### src/rtl/ahb_rr_burst_arbiter_pkg.sv
// Shared encodings for the AHB round-robin burst arbiter: HTRANS/HBURST codes,
// FSM state type, grant limit and the fixed-burst beat-count helper.
package ahb_rr_burst_arbiter_pkg;

    localparam logic [1:0] HTRANS_IDLE   = 2'b00;
    localparam logic [1:0] HTRANS_BUSY   = 2'b01;
    localparam logic [1:0] HTRANS_NONSEQ = 2'b10;
    localparam logic [1:0] HTRANS_SEQ    = 2'b11;

    localparam logic [2:0] HBURST_SINGLE = 3'b000;
    localparam logic [2:0] HBURST_INCR   = 3'b001;
    localparam logic [2:0] HBURST_WRAP4  = 3'b010;
    localparam logic [2:0] HBURST_INCR4  = 3'b011;
    localparam logic [2:0] HBURST_WRAP8  = 3'b100;
    localparam logic [2:0] HBURST_INCR8  = 3'b101;
    localparam logic [2:0] HBURST_WRAP16 = 3'b110;
    localparam logic [2:0] HBURST_INCR16 = 3'b111;

    localparam logic [3:0] GRANT_LIMIT = 4'd8;

    typedef enum logic [1:0] {
        ST_NOPORT = 2'd0,
        ST_OWNED  = 2'd1,
        ST_BURST  = 2'd2,
        ST_LOCKED = 2'd3
    } arb_state_t;

    // Beats remaining after the NONSEQ beat; 0 means not a fixed-length burst.
    function automatic logic [3:0] burst_beats(input logic [2:0] hburst);
        case (hburst)
            HBURST_WRAP4,  HBURST_INCR4:  return 4'd3;
            HBURST_WRAP8,  HBURST_INCR8:  return 4'd7;
            HBURST_WRAP16, HBURST_INCR16: return 4'd15;
            HBURST_SINGLE, HBURST_INCR:   return 4'd0;
            default:                      return 4'd0;
        endcase
    endfunction

endpackage

### src/rtl/ahb_rr_burst_arbiter_pick.sv
// Combinational round-robin search: first requester starting at last_owner+1 (mod 4).
module ahb_rr_pick (
    input  logic [3:0] req,
    input  logic [1:0] last_owner,
    output logic [1:0] index,
    output logic       valid
);

    logic [1:0] cand;

    always_comb begin
        index = 2'd0;
        valid = 1'b0;
        cand  = 2'd0;
        // Walk from the farthest offset down so the nearest requester wins.
        for (int i = 4; i >= 1; i--) begin
            cand = last_owner + 2'(i);
            if (req[cand]) begin
                index = cand;
                valid = 1'b1;
            end
        end
    end

endmodule

### src/rtl/ahb_rr_burst_arbiter.sv
// AHB output-stage arbiter: sticky round-robin grant with fixed-burst and lock holding.
// Optional NONSEQ grant limit enabled by defining ARB_GRANT_LIMIT_EN.
//
// state     | meaning
// ST_NOPORT | no port selected, no_port=1
// ST_OWNED  | port granted, re-arbitrated on every ready cycle
// ST_BURST  | fixed-length burst in flight, grant frozen until beat counter hits 0
// ST_LOCKED | locked sequence, grant frozen until HMASTLOCKM drops
module ahb_rr_burst_arbiter
    import ahb_rr_burst_arbiter_pkg::*;
(
    input  logic       HCLK,
    input  logic       HRESETn,
    input  logic [3:0] req_port,
    input  logic       HREADYM,
    input  logic       HSELM,
    input  logic [1:0] HTRANSM,
    input  logic [2:0] HBURSTM,
    input  logic       HMASTLOCKM,
    output logic [1:0] addr_in_port,
    output logic       no_port,
    output logic       burst_hold
);

    arb_state_t state_q, state_d;
    logic [1:0] owner_q, owner_d;
    logic [1:0] last_q, last_d;
    logic [3:0] beat_q, beat_d;
    logic       no_port_q, no_port_d;
    logic       burst_hold_q, burst_hold_d;

    logic [1:0] pick_index;
    logic       pick_valid;
    logic       owner_active, burst_start, arb_point, limit_cut, keep_owner;

    ahb_rr_pick u_pick (
        .req        (req_port),
        .last_owner (last_q),
        .index      (pick_index),
        .valid      (pick_valid)
    );

    assign owner_active = req_port[owner_q] | (HSELM & (HTRANSM != HTRANS_IDLE));
    assign burst_start  = (HTRANSM == HTRANS_NONSEQ) & (burst_beats(HBURSTM) != 4'd0);
    // LOCKED only reaches here when HMASTLOCKM=0, i.e. on the release cycle.
    assign arb_point    = (state_q != ST_BURST) | (beat_q == 4'd0) |
                          (HTRANSM == HTRANS_IDLE) | (HTRANSM == HTRANS_NONSEQ);

`ifdef ARB_GRANT_LIMIT_EN
    logic [3:0] gcnt_q;
    logic       others_req, grant_change;

    assign others_req   = |(req_port & ~(4'b0001 << owner_q));
    // Starting a fixed burst is never cut, so the burst runs to completion.
    assign limit_cut    = (gcnt_q >= GRANT_LIMIT) & others_req & ~burst_start;
    assign grant_change = ~HMASTLOCKM & arb_point & ~keep_owner & pick_valid;

    always_ff @(posedge HCLK or negedge HRESETn) begin
        if (!HRESETn) begin
            gcnt_q <= 4'd0;
        end else if (HREADYM) begin
            if (grant_change)
                gcnt_q <= 4'd0;
            else if ((HTRANSM == HTRANS_NONSEQ) && (gcnt_q != 4'hF))
                gcnt_q <= gcnt_q + 4'd1;
        end
    end
`else
    assign limit_cut = 1'b0;
`endif

    assign keep_owner = owner_active & ~limit_cut;

    always_comb begin
        state_d      = state_q;
        owner_d      = owner_q;
        last_d       = last_q;
        beat_d       = beat_q;
        no_port_d    = no_port_q;
        burst_hold_d = burst_hold_q;
        if (HMASTLOCKM) begin
            state_d      = ST_LOCKED;
            beat_d       = 4'd0;
            burst_hold_d = 1'b0;
        end else if (arb_point) begin
            beat_d       = 4'd0;
            burst_hold_d = 1'b0;
            if (keep_owner) begin
                no_port_d = 1'b0;
                if (burst_start) begin
                    state_d      = ST_BURST;
                    beat_d       = burst_beats(HBURSTM);
                    burst_hold_d = 1'b1;
                end else begin
                    state_d = ST_OWNED;
                end
            end else if (pick_valid) begin
                owner_d   = pick_index;
                last_d    = pick_index;
                no_port_d = 1'b0;
                state_d   = ST_OWNED;
            end else if (HSELM && !no_port_q) begin
                state_d = ST_OWNED;
            end else begin
                state_d   = ST_NOPORT;
                no_port_d = 1'b1;
            end
        end else begin
            case (HTRANSM)
                HTRANS_SEQ:  beat_d = beat_q - 4'd1;
                HTRANS_BUSY: beat_d = beat_q;
                default:     beat_d = beat_q;
            endcase
        end
    end

    always_ff @(posedge HCLK or negedge HRESETn) begin
        if (!HRESETn) begin
            state_q      <= ST_NOPORT;
            owner_q      <= 2'd0;
            last_q       <= 2'd3;
            beat_q       <= 4'd0;
            no_port_q    <= 1'b1;
            burst_hold_q <= 1'b0;
        end else if (HREADYM) begin
            state_q      <= state_d;
            owner_q      <= owner_d;
            last_q       <= last_d;
            beat_q       <= beat_d;
            no_port_q    <= no_port_d;
            burst_hold_q <= burst_hold_d;
        end
    end

    assign addr_in_port = owner_q;
    assign no_port      = no_port_q;
    assign burst_hold   = burst_hold_q;

endmodule

### config.mk
export PLATFORM = sky130hd
export DESIGN_NAME = ahb_rr_burst_arbiter
export DESIGN_NICKNAME = d
export VERILOG_FILES = /design/src/rtl/ahb_rr_burst_arbiter_pkg.sv /design/src/rtl/ahb_rr_burst_arbiter_pick.sv /design/src/rtl/ahb_rr_burst_arbiter.sv
export SDC_FILE = /design/constraint.sdc
export NUM_CORES = 1
export LEC_CHECK = 0
export CORE_UTILIZATION = 43
export DETAILED_ROUTE_END_ITERATION = 16
export HOLD_SLACK_MARGIN = 0.12
export PLACE_DENSITY = 0.73
export SETUP_SLACK_MARGIN = 0.5
export SLEW_MARGIN = 20
export SYNTH_ARGS = -nofsm -noshare
export SYNTH_HDL_FRONTEND = slang
export SYNTH_SLANG_ARGS = --single-unit
### constraint.sdc
create_clock -name HCLK -period 1.9 [get_ports HCLK]
set_clock_uncertainty 0.15 [all_clocks]
set_input_delay 0.38 -clock HCLK [delete_from_list [all_inputs] [get_ports HCLK]]
set_output_delay 0.38 -clock HCLK [all_outputs]
set_load 0.03 [all_outputs]
* Yosys cells after proc, flatten, opt, wreduce, memory -nomap -nowiden
Memories as Yosys holds them, arrays and structs flattened.
Cells that the tools add are included.
** Cells by class
- Add/subtract/negate cells :: 4
- $lt $le $gt $ge :: 5
- Equality and inequality tests :: 4
- Muxes and demuxes :: 36
- Bitwise logic cells :: 8
- Reduce and logical (&&, ||, !) cells :: 12
** Operators by type and width (number)
- 2-to-1 mux 4 bit :: 5
- 2-to-1 mux 1 bit :: 18
- 2-to-1 mux 2 bit :: 8
- less-than comparator 2 x 3 -> 1 bit, second input constant :: 5
- binary-select mux 1 bit (select 2 bit) :: 5
- AND reduction 5 bit :: 1
- adder 2 bit, second input constant :: 2
- == test 2 bit, second input constant :: 2
- logical NOT 4 bit :: 1
- bitwise OR 1 bit :: 4
- AND reduction 2 bit :: 2
- AND reduction 4 bit :: 1
- nonzero test 2 bit :: 2
- nonzero test 4 bit :: 1
- subtractor 4 x 1 -> 4 bit, second input constant :: 1
- != test 3 bit, second input constant :: 1
- nonzero test 3 bit :: 1
- adder 2 x 1 -> 2 bit, second input constant :: 1
- bitwise AND 1 bit :: 2
- logical NOT 2 bit :: 1
- != test 2 bit, second input constant :: 1
- inverter 1 bit :: 2
- logical AND 1 bit :: 1
- logical NOT 1 bit :: 1
** Word-level totals
- Bits in registers :: 12
- Bits in read-only memories :: 64
- Output and inout bits :: 4
- Logic and storage cells :: 77
- Memories :: 2
** Memories
- (name not given) :: depth 8, width 4, read ports 1, clocked after memory_dff 0, wr ports 0, line ahb_rr_burst_arbiter_pkg.sv:30 : case (hburst)
- (name not given) :: depth 8, width 4, read ports 1, clocked after memory_dff 0, wr ports 0, line ahb_rr_burst_arbiter_pkg.sv:30

* Logic depth before layout (Yosys ltp)
- Word-level depth :: 10
- Depth in mapped cells :: 6

* Modules after synthesis
A second synthesis with hierarchy kept.
** Second synthesis, totals
- Cell total of the unflattened synthesis :: 87
- Area total of the unflattened synthesis :: 843.3 um2
** Modules (own cells, without submodules)
- ahb_rr_burst_arbiter :: times used 1, cells an instance 73, area each 752.0 um2, seq. area each 304.0 um2
- ahb_rr_pick :: times used 1, cells an instance 14, area each 91.3 um2, seq. area each 0.0 um2

* Worst setup path after synthesis
Ideal clock, no wire load.
- Path kind :: reg2reg
- From :: register owner_q[0] (netlist: addr_in_port[0])
- To :: register last_q[0]
- Data arrival time :: 1717 ps
- Path slack :: -42 ps
- Stages on the path, launching flop included :: 5
- Clock period less this slack :: 1942 ps
- Cells stage by stage :: dfrtp_1 > mux4_2 > nand2b_4 > nor3_4 > mux2i_1
** Between the ends
- Longest elaborated chain between the ends :: 5
** RTL lines
- start, declared :: line ahb_rr_burst_arbiter.sv:26 : logic [1:0] owner_q, owner_d;
- start signal, assigned :: line ahb_rr_burst_arbiter.sv:127 : owner_q <= owner_d;
- binary-select mux 1 bit (select 2 bit) :: line ahb_rr_burst_arbiter.sv:43 : assign owner_active = req_port[owner_q] | (HSELM & (HTRANSM != HTRANS_IDLE));
- 2-to-1 mux 1 bit (not written as such) :: line ahb_rr_burst_arbiter.sv:43
- bitwise OR 1 bit :: line ahb_rr_burst_arbiter.sv:43
- inverter 1 bit (no line)
- AND reduction 5 bit (no line)
- end signal, assigned :: line ahb_rr_burst_arbiter.sv:128 : last_q <= last_d;
- end, declared :: line ahb_rr_burst_arbiter.sv:27 : logic [1:0] last_q, last_d;
No other way between the ends. The select of a mux whose other input is x is not followed.
A chain may end at the register's enable or synchronous reset.

* Final worst setup path
- From :: input HTRANSM[0]
- To :: register last_q[0]
** Between the ends
- Longest elaborated chain between the ends :: 5
- Elaborated cells between the ends (all ways) :: 9
- Those cells by class :: eq/ne (1); bitwise (5); reduce/logical (3)
** RTL lines
- start, declared :: line ahb_rr_burst_arbiter.sv:17 : input logic [1:0] HTRANSM,
- nonzero test 2 bit :: line ahb_rr_burst_arbiter.sv:43
- bitwise AND 1 bit :: line ahb_rr_burst_arbiter.sv:43
- bitwise OR 1 bit :: line ahb_rr_burst_arbiter.sv:43
- inverter 1 bit (no line)
- AND reduction 5 bit (no line) (*)
Every way passes the cells marked *; elsewhere a longest branch is shown, timed or not.

==> results by group <==
Run status
  • Status: finished clean

Layout
  • N_diodes: 0
  • Share of cells above drive strength 1: 0.469
  • Layout area overhead: 69.0%
  • Commonest non-fill, non-tap cell in the layout: buf_4
  • Layout Nets: around 150
  • Commonest cells after routing, fill and taps aside: 28 x buf_4, 8 x inv_1, 8 x dfrtp_1, 8 x clkdlybuf4s50_1, 6 x buf_6

Place
  • DP Worst Slack: -0.327 ns
  • Gpl congestion: a little under 0.8
  • IO buf count: 16
  • Post-DP HPWL: around 1400 µm

Floorplanning
  • Core Footprint: between 1500 and 2000 µm²
  • Initial core utilization: 0.460
  • Height of the die: about 45 µm
  • # IOs: 18
  • DIE WIDTH: ~45 µm
  • Row Count: 15
  • Die Area: 2020 µm²

Yosys
  • Synth async-reset ratio: 1.00
  • Main flop type after synthesis: dfrtp_1
  • Synth cell types: 38
  • Syn nets: 96
  • Yosys warnings: 0
  • FF+latch count, synth: 12
  • Syn Area/Cell: 9.93 µm²
  • Synth Instances: 80
  • Register area share after synthesis: 0.383
  • Mapped Area: 795 µm²
  • EDFF count, synth: 0

STA
  • Final Worst Setup Slack: a little over 0.006 ns
  • Maximum clock rate: ~0.53 GHz
  • Final hold vios: 0
  • Relative slew slack: 0.611
  • Crit share post-route: 0.997
  • Worst Tran Pin Value: 0.582 ns
  • Post-layout min period: 1.89 ns
  • Setup-failing EPs final: 0
  • Final slew viol count: 0
  • Setup TNS: 0 ns
  • RSZ-0062 raised after global routing: yes

Drt
  • First DRT Iteration DRCs: 34
  • Drt first pass iters: 4
  • DRC viols: 0
  • Vias per cell: 5.70
  • Via count: between 800 and 900
  • Avg WL per Cell: 17.0 µm
  • Post-DRT Antenna Nets: 0
  • Routed WL: 2640 µm

Clocking
  • CTS root buf: clkbuf_4
  • Clock Tree Buf Depth: 2
  • CTS Hold Bufs: 0
  • H-tree Lvls: 1
  • Reg clk slew, reported paths: 0.08 ns
  • TritonCTS clock tree: yes
  • Clock Sinks: 12
  • CTS Buf Count: 3
  • Skew-Pair Late Insertion Delay: 0.28 ns

Setup path
  • Data arrival, critical path: 1.93 ns
  • Crit Path Category: input pin to flop
  • CP Launch Type: input pin
  • Worst Path Required: about 1.9 ns
  • CP max-delay cell: clkdlybuf4s50_1
  • Crit path capture type: flop
  • Crit-path max FO: 5
  • CP cell instances: clkdlybuf4s50_1, nand3b_1, o21ai_4, nor3_4, mux2i_1
  • CP max stage delay: 0.51 ns

Global route
  • Number of global-route vias before repair: between 700 and 800
  • All-layer global routing usage: 0.242
  • First-pass GRT wire length: 3460 µm
  • Total congestion overflow: 0
  • Initial antenna violation count: 0
  • Largest net degree at the start of global routing: 13

Power and ir drop
  • Power Dens Cells: between 800 and 900 nW/µm²
  • Leak: 0.621 nW
  • Max IR drop VDD: 0.000605 V

Run
  • Maxcap violations: 0

Min path
  • Worst min path class: input pin to async pin
==> path summary, 6_finish.rpt <==
check	to	slack (ns)	depth (start not counted)	startpoint
max in group asynchronous	addr_in_port[0]	0.87	1	HRESETn
worst max register to register	last_q[0]	0.006	4	addr_in_port[0]
worst max-delay path	last_q[0]	0.006	5	HTRANSM[0]
worst min-delay path	beat_q[1]	0.31	1	HRESETn
min in group HCLK	last_q[0]	0.42	2	last_q[0]
worst min register to register	last_q[0]	0.42	2	last_q[0]
==> critical path, delay by kind of cell <==
kind / cells / cell delay [ns]
buf+inv: 1 / 0.51
simple gates: 2 / 0.59
mux: 1 / 0.30
compound gates: 1 / 0.15
==> synthesized netlist by cell type (2+ instances only) <==
cell type / instances / area share
inv_1: 10 / 0.047
dfrtp_1: 9 / 0.28
mux2i_1: 5 / 0.063
o21ai_0: 5 / 0.031
nand2_1: 4 / 0.019
a21o_1: 3 / 0.028
a21oi_1: 3 / 0.019
dfstp_2: 3 / 0.099
nand2b_1: 3 / 0.024
nor3_1: 3 / 0.019
nor3b_1: 3 / 0.028
ha_1: 2 / 0.031
nor2b_1: 2 / 0.016
==> where the power goes <==
| part | internal [mW] | total [mW] | switching [mW] |
|---|---|---|---|
| clock | 0.117 | 0.209 | 0.0927 |
| combinational | 0.290 | 0.540 | 0.250 |
| sequential | 0.328 | 0.394 | 0.0656 |
| total | 0.735 | 1.14 | 0.408 |
==> through the flow <==
stage                util  area (µm²)  std cells  total power [mW]  hold slack [ns]
floorplan               -         798         80             0.625          -0.0656
global placement    0.656        1130        140             0.780            0.351
detailed placement  0.656        1130        140             0.796            0.358
CTS                 0.730        1260        150              1.07            0.318
global route        0.778        1340        155              1.19            0.344
finish              0.778        1340        155              1.14            0.315
==> what timing repair did <==
item | 4_1_cts | 5_1_grt
endpoints found under the setup margin | 16 | 16
setup buffers | 6 | 5
hold endpoints to repair | 0 | 0
gates resized for setup | 36 | 17
pin swaps | 4 | 4
==> routing by layer <==
| layer | vias to the layer above | GRT usage | part of all wire |
|---|---|---|---|
| met2 | 39 | 0.339 | 0.49 |
| li1 | 397 | - | - |
| met5 | - | 0 | 0 |
| met3 | 4 | 0.0440 | 0.050 |
| met1 | 443 | 0.368 | 0.44 |
| met4 | 0 | 0.0909 | 0.010 |
==> flip-flops by register name (all words and copies together), names as in the netlist <==
name / flops
beat_q: 4
burst_hold: 1
last_q: 2
addr_in_port: 2
state_q: 2
no_port: 1
==> layout make-up <==
type | count | area, µm²
inverters | 10 | 37.5
multi-input cells | 58 | 539
fillers | 124 | 384
flip-flops and latches | 12 | 305
clock buffers | 4 | 36.3
well taps | 25 | 31.3
repair buffers | 46 | 393
==> kinds of logic after synthesis <==
| kind of cell | share of synthesized area |
|---|---|
| compound gates | 0.222 |
| simple gates | 0.214 |
| buf+inv | 0.0472 |
| mux | 0.0913 |
| flops | 0.383 |
| fa+ha+maj | 0.0315 |
| xor+xnor | 0.0110 |
(Power assumes the default switching activity.)
